--- config.mk ---
export PLATFORM = sky130hd
export DESIGN_NAME = mem_stage_flat
export DESIGN_NICKNAME = d
export VERILOG_FILES = /design/src/rtl/jahangir_pkg.sv /design/src/rtl/mem_stage_if.sv /design/src/rtl/mem_lane_align.sv /design/src/rtl/mem_stage.sv /design/src/flat_wrapper.sv
export SDC_FILE = /design/constraint.sdc
export NUM_CORES = 1
export LEC_CHECK = 0
export CELL_PAD_IN_SITES_DETAIL_PLACEMENT = 0
export CELL_PAD_IN_SITES_GLOBAL_PLACEMENT = 2
export CORE_MARGIN = 2
export CORE_UTILIZATION = 22
export CTS_CLUSTER_DIAMETER = 100
export DETAILED_ROUTE_END_ITERATION = 6
export PLACE_DENSITY_LB_ADDON = 0.1
export SYNTH_ARGS = -nofsm -noshare
export SYNTH_HDL_FRONTEND = slang
export SYNTH_SLANG_ARGS = --single-unit
--- constraint.sdc ---
create_clock -name clk -period 2.2 [get_ports clk]
set_clock_uncertainty 0.1 [all_clocks]
set_input_delay 0.44 -clock clk [delete_from_list [all_inputs] [get_ports clk]]
set_output_delay 0.44 -clock clk [all_outputs]
set_load 0.03 [all_outputs]
--- src/rtl/jahangir_pkg.sv ---
// Shared types for the MIPS32 memory-access stage: op codes, FSM states and
// op classification helpers.
package jahangir_pkg;

   typedef enum logic [3:0] {
      MEM_NONE = 4'd0,
      LB       = 4'd1,
      LBU      = 4'd2,
      LH       = 4'd3,
      LHU      = 4'd4,
      LW       = 4'd5,
      SB       = 4'd6,
      SH       = 4'd7,
      SW       = 4'd8
   } mem_op_t;

   typedef enum logic {
      S_IDLE   = 1'b0,
      S_ACCESS = 1'b1
   } state_t;

   function automatic logic is_mem(mem_op_t op);
      return op inside {LB, LBU, LH, LHU, LW, SB, SH, SW};
   endfunction

   function automatic logic is_store(mem_op_t op);
      return op inside {SB, SH, SW};
   endfunction

   // Halfwords need addr[0]=0, words need addr[1:0]=0; bytes are always aligned.
   function automatic logic is_misaligned(mem_op_t op, logic [1:0] lo);
      case (op)
         LH, LHU, SH: return lo[0];
         LW, SW:      return lo != 2'b00;
         default:     return 1'b0;
      endcase
   endfunction

endpackage

--- src/rtl/mem_stage_if.sv ---
// Data-memory req/ack port between the memory stage (master) and the data memory (slave).
interface mem_stage_if #(
   parameter int ADDR_W = 32
);
   logic              dm_req;
   logic              dm_we;
   logic [ADDR_W-1:0] dm_addr;
   logic [3:0]        dm_be;
   logic [31:0]       dm_wdata;
   logic              dm_ack;
   logic [31:0]       dm_rdata;

   modport master (
      output dm_req, dm_we, dm_addr, dm_be, dm_wdata,
      input  dm_ack, dm_rdata
   );

   modport slave (
      input  dm_req, dm_we, dm_addr, dm_be, dm_wdata,
      output dm_ack, dm_rdata
   );
endinterface

--- src/rtl/mem_lane_align.sv ---
// Little-endian byte-lane steering for stores and lane extraction with
// sign/zero extension for loads.
module mem_lane_align
   import jahangir_pkg::*;
(
   input  mem_op_t     op,
   input  logic [1:0]  addr_lo,
   input  logic [31:0] store_data,
   input  logic [31:0] rdata,
   output logic [3:0]  be,
   output logic [31:0] wdata,
   output logic [31:0] load_data
);
   logic [7:0]  lane_byte;
   logic [15:0] lane_half;

   assign lane_byte = rdata[{addr_lo, 3'b000} +: 8];
   assign lane_half = rdata[{addr_lo[1], 4'b0000} +: 16];

   // NOTE: every output gets a default before the case so no path leaves one unassigned (no latch).
   always_comb begin
      be        = 4'hF;
      wdata     = '0;
      load_data = '0;
      case (op)
         SB: begin
            be    = 4'b0001 << addr_lo;
            wdata = {4{store_data[7:0]}};
         end
         SH: begin
            be    = 4'b0011 << addr_lo;
            wdata = {2{store_data[15:0]}};
         end
         SW:      wdata     = store_data;
         LB:      load_data = {{24{lane_byte[7]}}, lane_byte};
         LBU:     load_data = {24'd0, lane_byte};
         LH:      load_data = {{16{lane_half[15]}}, lane_half};
         LHU:     load_data = {16'd0, lane_half};
         LW:      load_data = rdata;
         default: ;
      endcase
   end
endmodule

--- src/rtl/mem_stage.sv ---
// MIPS32 memory-access pipeline stage: issues loads/stores over a req/ack port,
// stalls upstream while a request is outstanding, and guards it with an ack watchdog.
module mem_stage
   import jahangir_pkg::*;
#(
   parameter int ADDR_W     = 32,
   parameter int REG_ADDR_W = 5,
   parameter int TIMEOUT    = 16
) (
   input  logic                  clk,
   input  logic                  rst_n,
   input  logic                  in_valid,
   output logic                  in_ready,
   input  logic [3:0]            in_mem_op,
   input  logic [ADDR_W-1:0]     in_mem_addr,
   input  logic [31:0]           in_store_data,
   input  logic [31:0]           in_wr_data,
   input  logic [REG_ADDR_W-1:0] in_wr_address,
   input  logic                  in_wr_enable,
   mem_stage_if.master           dm,
   output logic                  out_valid,
   output logic [31:0]           out_wr_data,
   output logic [REG_ADDR_W-1:0] out_wr_address,
   output logic                  out_wr_enable,
   output logic                  exc_misaligned,
   output logic                  exc_bus_err
);
   localparam int CNT_W = $clog2(TIMEOUT + 1);

   state_t                  state_q, state_d;
   mem_op_t                 op_q, op_d;
   logic [1:0]              lane_q, lane_d;
   logic [REG_ADDR_W-1:0]   dest_q, dest_d;
   logic [CNT_W-1:0]        cnt_q, cnt_d;
   logic                    dm_req_q, dm_req_d, dm_we_q, dm_we_d;
   logic [ADDR_W-1:0]       dm_addr_q, dm_addr_d;
   logic [3:0]              dm_be_q, dm_be_d;
   logic [31:0]             dm_wdata_q, dm_wdata_d;
   logic                    out_valid_q, out_valid_d, out_wr_enable_q, out_wr_enable_d;
   logic [31:0]             out_wr_data_q, out_wr_data_d;
   logic [REG_ADDR_W-1:0]   out_wr_address_q, out_wr_address_d;
   logic                    exc_mis_q, exc_mis_d, exc_bus_q, exc_bus_d;

   mem_op_t     in_op, align_op;
   logic [1:0]  align_lo;
   logic [3:0]  align_be;
   logic [31:0] align_wdata, align_load;

   assign in_op = mem_op_t'(in_mem_op);

   // One aligner serves both phases: steering the incoming op in IDLE,
   // extracting the latched lane in ACCESS.
   assign align_op = (state_q == S_IDLE) ? in_op : op_q;
   assign align_lo = (state_q == S_IDLE) ? in_mem_addr[1:0] : lane_q;

   mem_lane_align u_align (
      .op         (align_op),
      .addr_lo    (align_lo),
      .store_data (in_store_data),
      .rdata      (dm.dm_rdata),
      .be         (align_be),
      .wdata      (align_wdata),
      .load_data  (align_load)
   );

   always_comb begin
      state_d          = state_q;
      op_d             = op_q;
      lane_d           = lane_q;
      dest_d           = dest_q;
      cnt_d            = cnt_q;
      dm_req_d         = dm_req_q;
      dm_we_d          = dm_we_q;
      dm_addr_d        = dm_addr_q;
      dm_be_d          = dm_be_q;
      dm_wdata_d       = dm_wdata_q;
      out_valid_d      = 1'b0;
      out_wr_enable_d  = 1'b0;
      out_wr_data_d    = out_wr_data_q;
      out_wr_address_d = out_wr_address_q;
      exc_mis_d        = 1'b0;
      exc_bus_d        = 1'b0;
      case (state_q)
         S_IDLE: begin
            if (in_valid) begin
               if (!is_mem(in_op)) begin
                  out_valid_d      = 1'b1;
                  out_wr_data_d    = in_wr_data;
                  out_wr_address_d = in_wr_address;
                  out_wr_enable_d  = in_wr_enable & (in_wr_address != '0);
               end else if (is_misaligned(in_op, in_mem_addr[1:0])) begin
                  out_valid_d      = 1'b1;
                  out_wr_address_d = in_wr_address;
                  exc_mis_d        = 1'b1;
               end else begin
                  op_d       = in_op;
                  lane_d     = in_mem_addr[1:0];
                  dest_d     = in_wr_address;
                  cnt_d      = '0;
                  dm_req_d   = 1'b1;
                  dm_we_d    = is_store(in_op);
                  dm_addr_d  = {in_mem_addr[ADDR_W-1:2], 2'b00};
                  dm_be_d    = align_be;
                  dm_wdata_d = align_wdata;
                  state_d    = S_ACCESS;
               end
            end
         end
         S_ACCESS: begin
            // An ack on the final watchdog cycle still completes the access.
            if (dm.dm_ack) begin
               dm_req_d         = 1'b0;
               out_valid_d      = 1'b1;
               out_wr_address_d = dest_q;
               if (!is_store(op_q)) begin
                  out_wr_data_d   = align_load;
                  out_wr_enable_d = (dest_q != '0);
               end
               state_d = S_IDLE;
            end else if (cnt_q == CNT_W'(TIMEOUT - 1)) begin
               dm_req_d    = 1'b0;
               out_valid_d = 1'b1;
               exc_bus_d   = 1'b1;
               state_d     = S_IDLE;
            end else begin
               cnt_d = cnt_q + 1'b1;
            end
         end
         default: state_d = S_IDLE;
      endcase
   end

   // NOTE: sequential state uses non-blocking assignments so every flop samples pre-edge values.
   always_ff @(posedge clk) begin
      if (!rst_n) begin
         state_q          <= S_IDLE;
         op_q             <= MEM_NONE;
         lane_q           <= '0;
         dest_q           <= '0;
         cnt_q            <= '0;
         dm_req_q         <= 1'b0;
         dm_we_q          <= 1'b0;
         dm_addr_q        <= '0;
         dm_be_q          <= '0;
         dm_wdata_q       <= '0;
         out_valid_q      <= 1'b0;
         out_wr_enable_q  <= 1'b0;
         out_wr_data_q    <= '0;
         out_wr_address_q <= '0;
         exc_mis_q        <= 1'b0;
         exc_bus_q        <= 1'b0;
      end else begin
         state_q          <= state_d;
         op_q             <= op_d;
         lane_q           <= lane_d;
         dest_q           <= dest_d;
         cnt_q            <= cnt_d;
         dm_req_q         <= dm_req_d;
         dm_we_q          <= dm_we_d;
         dm_addr_q        <= dm_addr_d;
         dm_be_q          <= dm_be_d;
         dm_wdata_q       <= dm_wdata_d;
         out_valid_q      <= out_valid_d;
         out_wr_enable_q  <= out_wr_enable_d;
         out_wr_data_q    <= out_wr_data_d;
         out_wr_address_q <= out_wr_address_d;
         exc_mis_q        <= exc_mis_d;
         exc_bus_q        <= exc_bus_d;
      end
   end

   assign in_ready       = (state_q == S_IDLE);
   assign dm.dm_req      = dm_req_q;
   assign dm.dm_we       = dm_we_q;
   assign dm.dm_addr     = dm_addr_q;
   assign dm.dm_be       = dm_be_q;
   assign dm.dm_wdata    = dm_wdata_q;
   assign out_valid      = out_valid_q;
   assign out_wr_data    = out_wr_data_q;
   assign out_wr_address = out_wr_address_q;
   assign out_wr_enable  = out_wr_enable_q;
   assign exc_misaligned = exc_mis_q;
   assign exc_bus_err    = exc_bus_q;
endmodule

--- src/flat_wrapper.sv ---
// flat-port wrapper written by rule: the top's interface ports become plain ports
module mem_stage_flat import jahangir_pkg::*;
#(
   parameter int ADDR_W     = 32,
   parameter int REG_ADDR_W = 5,
   parameter int TIMEOUT    = 16
)
  (clk, rst_n, in_valid, in_ready, in_mem_op, in_mem_addr, in_store_data, in_wr_data, in_wr_address, in_wr_enable, out_valid, out_wr_data, out_wr_address, out_wr_enable, exc_misaligned, exc_bus_err, dm_dm_req, dm_dm_we, dm_dm_addr, dm_dm_be, dm_dm_wdata, dm_dm_ack, dm_dm_rdata);
  mem_stage_if #(.ADDR_W(ADDR_W)) dm_i ();
  input  logic clk;
  input  logic rst_n;
  input  logic in_valid;
  output logic in_ready;
  input  logic [3:0] in_mem_op;
  input  logic [ADDR_W-1:0] in_mem_addr;
  input  logic [31:0] in_store_data;
  input  logic [31:0] in_wr_data;
  input  logic [REG_ADDR_W-1:0] in_wr_address;
  input  logic in_wr_enable;
  output logic out_valid;
  output logic [31:0] out_wr_data;
  output logic [REG_ADDR_W-1:0] out_wr_address;
  output logic out_wr_enable;
  output logic exc_misaligned;
  output logic exc_bus_err;
  output wire logic [$bits(dm_i.dm_req)-1:0] dm_dm_req;
  output wire logic [$bits(dm_i.dm_we)-1:0] dm_dm_we;
  output wire logic [$bits(dm_i.dm_addr)-1:0] dm_dm_addr;
  output wire logic [$bits(dm_i.dm_be)-1:0] dm_dm_be;
  output wire logic [$bits(dm_i.dm_wdata)-1:0] dm_dm_wdata;
  input wire logic [$bits(dm_i.dm_ack)-1:0] dm_dm_ack;
  input wire logic [$bits(dm_i.dm_rdata)-1:0] dm_dm_rdata;
  assign dm_dm_req = dm_i.dm_req;
  assign dm_dm_we = dm_i.dm_we;
  assign dm_dm_addr = dm_i.dm_addr;
  assign dm_dm_be = dm_i.dm_be;
  assign dm_dm_wdata = dm_i.dm_wdata;
  assign dm_i.dm_ack = dm_dm_ack;
  assign dm_i.dm_rdata = dm_dm_rdata;
  mem_stage #(.ADDR_W(ADDR_W), .REG_ADDR_W(REG_ADDR_W), .TIMEOUT(TIMEOUT)) u_core (.clk(clk), .rst_n(rst_n), .in_valid(in_valid), .in_ready(in_ready), .in_mem_op(in_mem_op), .in_mem_addr(in_mem_addr), .in_store_data(in_store_data), .in_wr_data(in_wr_data), .in_wr_address(in_wr_address), .in_wr_enable(in_wr_enable), .dm(dm_i), .out_valid(out_valid), .out_wr_data(out_wr_data), .out_wr_address(out_wr_address), .out_wr_enable(out_wr_enable), .exc_misaligned(exc_misaligned), .exc_bus_err(exc_bus_err));
endmodule
==> results_dict.tcl, run 1 <==
set metrics [dict create \
    ant_nets 0 \
    layout-drive-gt1-share_pct 20.7 \
    synthFlopType "dfxtp_1" \
    tns_ns 0 \
    critPathMaxFanout 7 \
    place_area_um2 9750 \
    drc 0 \
    status "complete, no violations" \
    cts_tree "done" \
    synth-warning-count 0 \
    die_w_um 174 \
    clock_tree.root_cell "clkbuf_16" \
    vias_per_cell 4.67 \
    synth_top_area_cell "dfxtp_1" \
    finalSetupViolCount 0 \
    synthCells 725 \
    finalWorstSetupSlack_ns 0.0571 \
    powerDensity_nw_per_um2 693 \
    cp-startpoint "u_core.state_q" \
    ys_types 63 \
    worst-r2r-setup-slack_ns 0.06 \
    grt_max_degree 34 \
    synth_common_cells "nand2_1, dfxtp_1, a21boi_0" \
    pre_cts_slack_ns -0.564 \
    route.vias.total 6629 \
    numPortBuffers 251 \
    dieArea_um2 30200 \
    final_area_um2 10800 \
    cts.sinks 126 \
    critPathCaptureType "flop" \
    r2r_start "u_core.state_q" \
    synthesis.area_um2 6350 \
    cts-buffers-inserted 17 \
    clock_latency_ns 0.41 \
    yosysMostFrequentCell "nand2_1" \
    gp_congestion 0.723 \
    cp_slowest_stage_delay_ns 0.40 \
    crit_type "flop to flop" \
    r2r_cells 6 \
    holdPathStages 2 \
    wl_um 26300 \
    drtIter0Drc 327 \
    peakVddDrop_mv 0.441 \
    place_inst 1376 \
    required_ns 2.46 \
    final.period_utilization_pct 97.4 \
    avgSynthCellArea_um2 8.76 \
    h-tree-depth 4 \
    clkTransAtPathRegs_ns 0.06 \
    core_area_um2 28500 \
    start_kind "flop" \
    grt_pass1_wl_um 41100 \
    leakage_nw 4.15 \
    hold_class "flop to flop" \
    finalHoldViolCount 0 \
    report.final.slew_viol_count 0 \
    post-dp-hpwl_um 19000 \
    die_h_um 174 \
    row_count 62 \
    start_util_pct 22.2 \
    async_reset_ff_share_pct 0 \
    finalNetCount 1167 \
    wire_per_inst_um 18.5 \
    first_pass_iters 5 \
    antenna_found_initial 0 \
    crit_arrival_ns 2.40 \
    rsz0062_at_grt "yes" \
    holdBufCountCts 0 \
    synth_area_leaders "dfxtp_1, nand2_1, a21boi_0, a32o_1, mux2i_1" \
    grt.total_usage_pct 17.5 \
    clock_path_buffers 2 \
    grt_pass1_vias 6840 \
    maxCapViolCount 0 \
    ys_ff_latch 126 \
    synth_top_area_share_pct 39.7 \
    crit_chain "buf_4, or3b_4, and2_1, o221a_4, o211ai_1, a32o_1" \
    layout_min_cycle_time_ns 2.14 \
    grt_overflow 0 \
    fmax_mhz 467 \
    cpMaxStageDelayCell "dfxtp_4" \
    synth_edf_count 0 \
    syn2layout_area_growth_pct 69.8 \
    min_from "u_core.out_wr_address[4]" \
    num_io_pins 254 \
    fin_cells 1420 \
    ys_seq_area_share_pct 39.7 \
]
[cell usage in the layout (no fill, tap or decap), types with 5 or more instances in the layout]
cell             Yosys  routed
a21boi_0            46      46
a21oi_1             11      11
a221oi_1            18       5
a221oi_2             0      12
a31oi_1              9       8
a32o_1              30      30
and2_1               6       5
buf_12               0       8
buf_4                5      77
buf_6                4       9
clkbuf_16            0      17
clkdlybuf4s50_1      0     243
dfxtp_1            126     125
inv_6                0       6
mux2_2              11      11
mux2i_1             28      25
nand2_1            155     154
nand3_1             23      23
nor2_1              24      24
nor3_1               5       5
nor3b_1             19      18
o211ai_1             5       5
o21ai_0             37      36
o221a_2             23      22
[critical path: cells and delay by family (launching register included)]
family / cells / cell delay [ns]
buffers and inverters: 1 / 0.17
and+or+nand+nor: 2 / 0.60
DFF: 1 / 0.40
AOI/OAI and AO/OA: 3 / 0.81
[per-layer routing]
layer | vias up | routed length [µm] | GRT usage [%]
li1 | 3275 | - | -
met4 | 0 | 246 | 3.64
met5 | - | 0 | 0
met3 | 14 | 1790 | 5.62
met2 | 199 | 11800 | 27.6
met1 | 3141 | 12400 | 23.3
[sequential cells by signal, indices dropped and copies added (netlist names), 2 cells and up]
register,cells
u_core.lane_q,2
u_core.dm.dm_addr,30
u_core.out_wr_address,5
u_core.cnt_q,5
u_core.dest_q,5
u_core.out_wr_data,32
u_core.dm.dm_be,4
u_core.dm.dm_wdata,32
u_core.op_q,4
[final timing paths]
check	endpoint
setup reg to reg	u_core.out_wr_data[0]
hold / removal	u_core.out_wr_address[4]
hold reg to reg	u_core.out_wr_address[4]
setup / recovery	u_core.out_wr_data[0]
[final cells by class]
| cell class | count | area [µm²] |
|---|---|---|
| diodes | 1 | 2.50 |
| clock buffers | 17 | 425 |
| clock inverters | 14 | 180 |
| fillers | 3008 | 17800 |
| inverters | 5 | 18.8 |
| multi-input cells | 525 | 3730 |
| flip-flops and latches | 126 | 2530 |
| well taps | 384 | 480 |
| repair buffers | 348 | 3420 |
[repair_timing]
action                     4_1_cts  5_1_grt
gates cloned                     1        0
gates resized for setup         21       49
pin swaps                        5        5
setup buffers                    5        6
setup endpoints to repair      103      110
[cells by family (layout without fill, tap and decap cells)]
logic type | after synthesis | count (layout) | synth area share (%)
xor gates and xnor gates | 6 | 6 | 0.827
and+or+nand+nor | 263 | 263 | 19.5
AOI/OAI and AO/OA | 211 | 211 | 26.9
adders and majority gates | 2 | 2 | 0.394
muxes | 41 | 41 | 6.93
DFF | 126 | 126 | 39.7
buffers and inverters | 75 | 384 | 5.63
other | 1 | 3 | 0.0590
[stage by stage]
step / hold slack, ns / power [W] / util, %
after floorplan: 0.347 / 0.00349 / -
after global placement: 0.350 / 0.00443 / 34.1
after detailed placement: 0.356 / 0.00442 / 34.1
after CTS: 0.365 / 0.00753 / 36.8
after global routing: 0.383 / 0.00785 / 37.8
final: 0.358 / 0.00747 / 37.8
[power breakdown]
| part | internal [W] | total [W] | leakage (nW) | switching (W) |
|---|---|---|---|---|
| registers | 0.00243 | 0.00252 | 1.03 | 0.0000858 |
| logic | 0.000941 | 0.00195 | 2.83 | 0.00101 |
| clock network | 0.00180 | 0.00300 | 0.292 | 0.00120 |
| total | 0.00518 | 0.00747 | 4.15 | 0.00230 |
Power figures use the tool's default switching activity.
==> run 2: changes to the inputs <==
--- a/config.mk
+++ b/config.mk
@@ -9,7 +9,7 @@
 export CELL_PAD_IN_SITES_GLOBAL_PLACEMENT = 2
 export CORE_MARGIN = 2
 export CORE_UTILIZATION = 22
-export CTS_CLUSTER_DIAMETER = 100
+export CTS_CLUSTER_DIAMETER = 150
 export DETAILED_ROUTE_END_ITERATION = 6
 export PLACE_DENSITY_LB_ADDON = 0.1
 export SYNTH_ARGS = -nofsm -noshare
==> results of run 2 <==
No change in the layout: final DEF, timing and power equal those of run 1.
==> variant 1 (flow settings as in run 2) <==
The output `exc_bus_err` loses its register stage (`exc_bus_q` becomes a continuous assignment).
--- a/src/rtl/mem_stage.sv
+++ b/src/rtl/mem_stage.sv
@@ -150,3 +150,2 @@
          exc_mis_q        <= 1'b0;
-         exc_bus_q        <= 1'b0;
       end else begin
@@ -167,5 +166,6 @@
          exc_mis_q        <= exc_mis_d;
-         exc_bus_q        <= exc_bus_d;
       end
    end
+
+   assign exc_bus_q = exc_bus_d;
 
Check against the original RTL: same outputs for any inputs over 4 cycles, from zero or initial values and one cycle with rst_n low; that may be too few to reach the edited logic, so the function may still have changed.
==> variant 1 against run 2 <==
  * Area after synthesis fell by 9.5%
  * Power fell by 8.9%
  * Sequential cell count fell by 1
  * Wire length fell by 6.6%
  * Critical path depth rose by 4
  * Final area fell by 5.6%
  * Highest routed layer unchanged
  * Critical path type is now primary input to register
  * Fmax rose by 0.24%
  * Worst setup slack improved by 0.0051 ns
==> variant 1: results (changes against run 2) <==
Outcome = complete, no violations
CP max stage cell = or4b_4
Final net count = 1138 (-2.5%)
Peak supply drop = 0.400 mV (-9.2%)
CTS max path bufs = 2 (unchanged)
Worst R2R Start = u_core.state_q
Least-Margin Pin Slew = 0.658 ns
Synth cell types = 63 (unchanged)
Placed Area = 0.00912 mm² (-6.5%)
Fillers = 2612 (-13%)
Drt initial violations = 356 (+8.9%)
H-tree depth = 4 (unchanged)
Drt first pass iters = 7 (+2)
Seq/Total Area, Yosys = 43.6% (+3.8 points)
HPWL after detailed placement = 17.5 mm (-8.2%)
Hold path start = u_core.dm.dm_addr[26]
Skew-Pair Late Insertion Delay = 0.42 ns
Launch point of the critical path = in_mem_op[1]
Worst-path fanout max = 15 (+8)
Share of layout cells above drive strength 1 = 17.7% (-3.0 points)
Top post-synthesis cells by area = dfxtp_1, a21oi_1, nand2_1, mux2i_1, o2bb2ai_1
Worst EP arrival = 2.35 ns (-0.05 ns)
Worst Reg-to-Reg Cells = 7 (+1)
Antenna cells = 0 (-1)
# DRC = 0 (unchanged)
Hold slack = 0.355 ns (-0.00346 ns)
Largest net degree at the start of global routing = 58 (+71%)
Final wirelength = 24.5 mm (-6.6%)
Via/cell ratio = 4.79 (+2.6%)
Critical path's largest stage delay = 0.56 ns (+0.16 ns)
IO buf count = 251 (unchanged)
R2R setup slack = 0.08 ns (+0.02 ns)
Initial antenna violation count = 0 (unchanged)
TritonCTS buffer count = 17 (unchanged)
Asr flop ratio synth = 0% (unchanged)
P_leak = 3.71 nW (-11%)
Sw Share = 30.3% (-0.40 points)
Clock slew at reported path FFs = 0.06 ns (about the same)
Overall global routing resource usage = 17.4% (-0.076 points)
GP Congestion = 0.820 (+13%)
Reg2reg end = u_core.out_wr_data[4]
CP endpoint = u_core.dm.dm_wdata[3]
Number of global-route vias before repair = 6547 (-4.3%)
Root Driver = clkbuf_16
Synth cell count leaders = dfxtp_1, nand2_1, a21oi_1, o21ai_0, clkbuf_1
Ys Warns = 0 (unchanged)
First-pass GRT wire length = 38.0 mm (-7.6%)
Worst Hold Class = register to register
==> variant 1: critical path, delay by kind of cell <==
kind                   cells  cell delay [ns]
buffers and inverters      5             0.72
and+or+nand+nor            3             0.81
AOI/OAI and AO/OA          2             0.36
==> variant 1: area by class of cell <==
| cell class | count | area, µm² | share of cell area [%] |
|---|---|---|---|
| Timing Repair Buffer | 340 | 3440 | 33.7 |
| Sequential cell | 125 | 2510 | 24.6 |
| Clock inverter | 13 | 131 | 1.29 |
| Clock buffer | 19 | 443 | 4.35 |
| Inverter | 7 | 30.0 | 0.295 |
| Multi-Input combinational cell | 503 | 3220 | 31.6 |
| Tap cell | 335 | 419 | 4.12 |
==> variant 1: repair_timing <==
item | 4_1_cts | 5_1_grt
gates cloned | 3 | 1
endpoints found under the setup margin | 109 | 58
pin swaps | 11 | 5
resized for setup | 44 | 15
setup buffers | 10 | 5
endpoints found under the hold margin | 0 | 0
==> variant 1: cells by family (layout without fill, tap and decap cells) <==
kind of cell,count (synthesis),count (layout),share of synthesized area [%]
AO/OA/AOI/OAI,270,271,30.6
XOR/XNOR,3,3,0.457
adder cells (fa/ha/maj),2,2,0.435
buffers and inverters,63,379,4.86
flip-flops,125,125,43.6
multiplexers,28,28,4.92
other,1,2,0.0653
AND/OR/NAND/NOR,196,197,15.1
==> variant 1: how the worst min path moves through the flow <==
stage,endpoint,slack [ns],cells past startpoint
floorplan,u_core.lane_q[0],0.34,2
global placement,u_core.lane_q[0],0.34,2
detailed placement,u_core.dm.dm_wdata[30],0.35,1
CTS,u_core.dm.dm_addr[26],0.36,2
global route,u_core.dm.dm_addr[30],0.38,2
finish,u_core.dm.dm_addr[26],0.35,2
==> variant 1: per-stage QoR <==
step                instances  setup WS, ns  setup TNS, ns  utilization [%]
finish                   1342        0.0622              0             39.4
global route             1342       -0.0492        -0.0661             39.4
CTS                      1336     -0.000642      -0.000642             38.8
detailed placement       1293        -0.656         -67.52             35.3
global placement         1293        -0.604         -63.17             35.3
floorplan                 689       -0.0133         -0.312                -
==> variant 1: power groups by stage <==
| stage | Combinational (mW) | Clock, mW | Sequential (mW) |
|---|---|---|---|
| finish | 1.56 | 2.80 | 2.45 |
| global route | 1.67 | 2.98 | 2.46 |
| CTS | 1.53 | 2.89 | 2.45 |
| detailed placement | 1.46 | 0 | 2.50 |
| global placement | 1.45 | 0 | 2.49 |
| floorplan | 0.494 | 0 | 2.68 |
==> variant 1: per-layer routing <==
layer	vias to the layer above	wire, µm	global-route usage [%]
met5	-	0	0
met2	214	11800	29.1
met1	3058	11000	21.7
met3	25	1420	4.80
met4	0	384	5.41
li1	3132	-	-
==> variant 2 (flow settings as in run 2) <==
Made on the original files. `TIMEOUT` is set to 16 in 2 places; all go to 8.
--- a/src/rtl/mem_stage.sv
+++ b/src/rtl/mem_stage.sv
@@ -7,3 +7,3 @@
    parameter int REG_ADDR_W = 5,
-   parameter int TIMEOUT    = 16
+   parameter int TIMEOUT    = 8
 ) (
--- a/src/flat_wrapper.sv
+++ b/src/flat_wrapper.sv
@@ -5,3 +5,3 @@
    parameter int REG_ADDR_W = 5,
-   parameter int TIMEOUT    = 16
+   parameter int TIMEOUT    = 8
 )
Formal check against the unedited RTL: same outputs for any inputs over 4 cycles, from zero or initial values and one cycle with rst_n low; that may be too few to reach the edited logic, so the function may still have changed.
==> variant 2 against run 2 <==
  * Synthesized cell count grew 1.2%
  * First-iteration DRC count shrank 13%
  * Critical path depth grew 2
  * Count of clock-buffer cells in the layout grew 3
  * Power grew 1.9%
  * Area after synthesis is essentially flat
  * Wire length shrank 2.6%
  * Final area grew 1.7%
  * Sequential cell count shrank 1
  * Worst setup slack lost 0.038 ns
  * Non-clock buffer count grew 9
  * Largest cell class unchanged
==> variant 2: results (changes against run 2) <==
Outcome = complete, no violations
Seq/Total Area, Yosys = 39.4% (-0.35 points)
Peak supply drop = 0.463 mV (+5.1%)
P_leak = 4.04 nW (-2.7%)
GP Congestion = 0.774 (+7.1%)
Clock slew at reported path FFs = 0.06 ns (about the same)
Met2 track demand over resource = 27.3% (-0.32 points)
Synth cell count leaders = nand2_1, dfxtp_1, a21oi_1, nor2_1, a221oi_1
Share of layout cells above drive strength 1 = 20.4% (-0.28 points)
Number of global-route vias before repair = 6806 (-0.50%)
Seq/total area = 22.9% (-0.57 points)
Pre-CTS WS = -0.686 ns (-0.122 ns)
HPWL after detailed placement = 18.9 mm (-0.88%)
Top routing layer in use = met5
Drt initial violations = 284 (-13%)
Met3 routed wirelength = 1.40 mm (-22%)
CP max stage cell = dfxtp_4
Root Driver = clkbuf_16
Global routing usage on met3 = 4.02% (-1.6 points)
First-pass GRT wire length = 39.2 mm (-4.6%)
Non-CTS inverters = 20 (+15)
Flop pwr share = 32.5% (-1.2 points)
Met1 usage = 21.6% (-1.7 points)
P_int = 5.42 mW (+4.7%)
Multi-input combinational area share = 33.1% (-1.5 points)
Drt first pass iters = 4 (-1)
Clock group total power = 3.23 mW (+7.7%)
Vias = 6704 (+1.1%)
Final net count = 1189 (+1.9%)
Critical path's largest stage delay = 0.38 ns (-0.02 ns)
Signal buf overhead = 32.9% (+1.2 points)
Final wirelength = 25.6 mm (-2.6%)
Met2 WL = 11.9 mm (+0.99%)
Post-synthesis mux area share = 5.33% (-1.6 points)
Number of synthesized register bits = 125 (-0.79%)
Synth Area in XOR/XNOR = 0.551% (-0.28 points)
Synth Area in Compound Gates = 24.6% (-2.3 points)
Non-CTS buffers = 357 (+2.6%)
Post-CTS sizing = 29 (+38%)
Placed Area = 0.00981 mm² (+0.63%)
Initial antenna violation count = 3 (+3)
Overall global routing resource usage = 16.5% (-0.91 points)
Worst Reg-to-Reg Cells = 8 (+2)
Synth cell types = 78 (+24%)
Top post-synthesis cells by area = dfxtp_1, nand2_1, a21oi_1, a221oi_1, mux2i_1
Largest net degree at the start of global routing = 42 (+24%)
Post-CTS setup buffer count = 6 (+1)
Post-Synth Adder-Cell Area = 0.374% (-0.020 points)
variant 2: final timing paths:
path	start	endpoint	slack (ns)
worst max-delay path	u_core.state_q	u_core.out_wr_data[10]	0.02
worst min-delay path	u_core.dm.dm_addr[11]	u_core.dm.dm_addr[11]	0.35
worst max register to register	u_core.state_q	u_core.out_wr_data[10]	0.02
worst min register to register	u_core.dm.dm_addr[11]	u_core.dm.dm_addr[11]	0.35
variant 2: per-stage QoR:
stage | setup TNS [ns] | utilization [%] | std cells | power, mW
CTS | -0.0729 | 37.3 | 1433 | 7.65
global route | -0.584 | 38.4 | 1444 | 7.99
finish | 0 | 38.4 | 1444 | 7.62
floorplan | 0 | - | 735 | 3.44
detailed placement | -66.00 | 34.4 | 1395 | 4.32
global placement | -61.65 | 34.4 | 1395 | 4.33
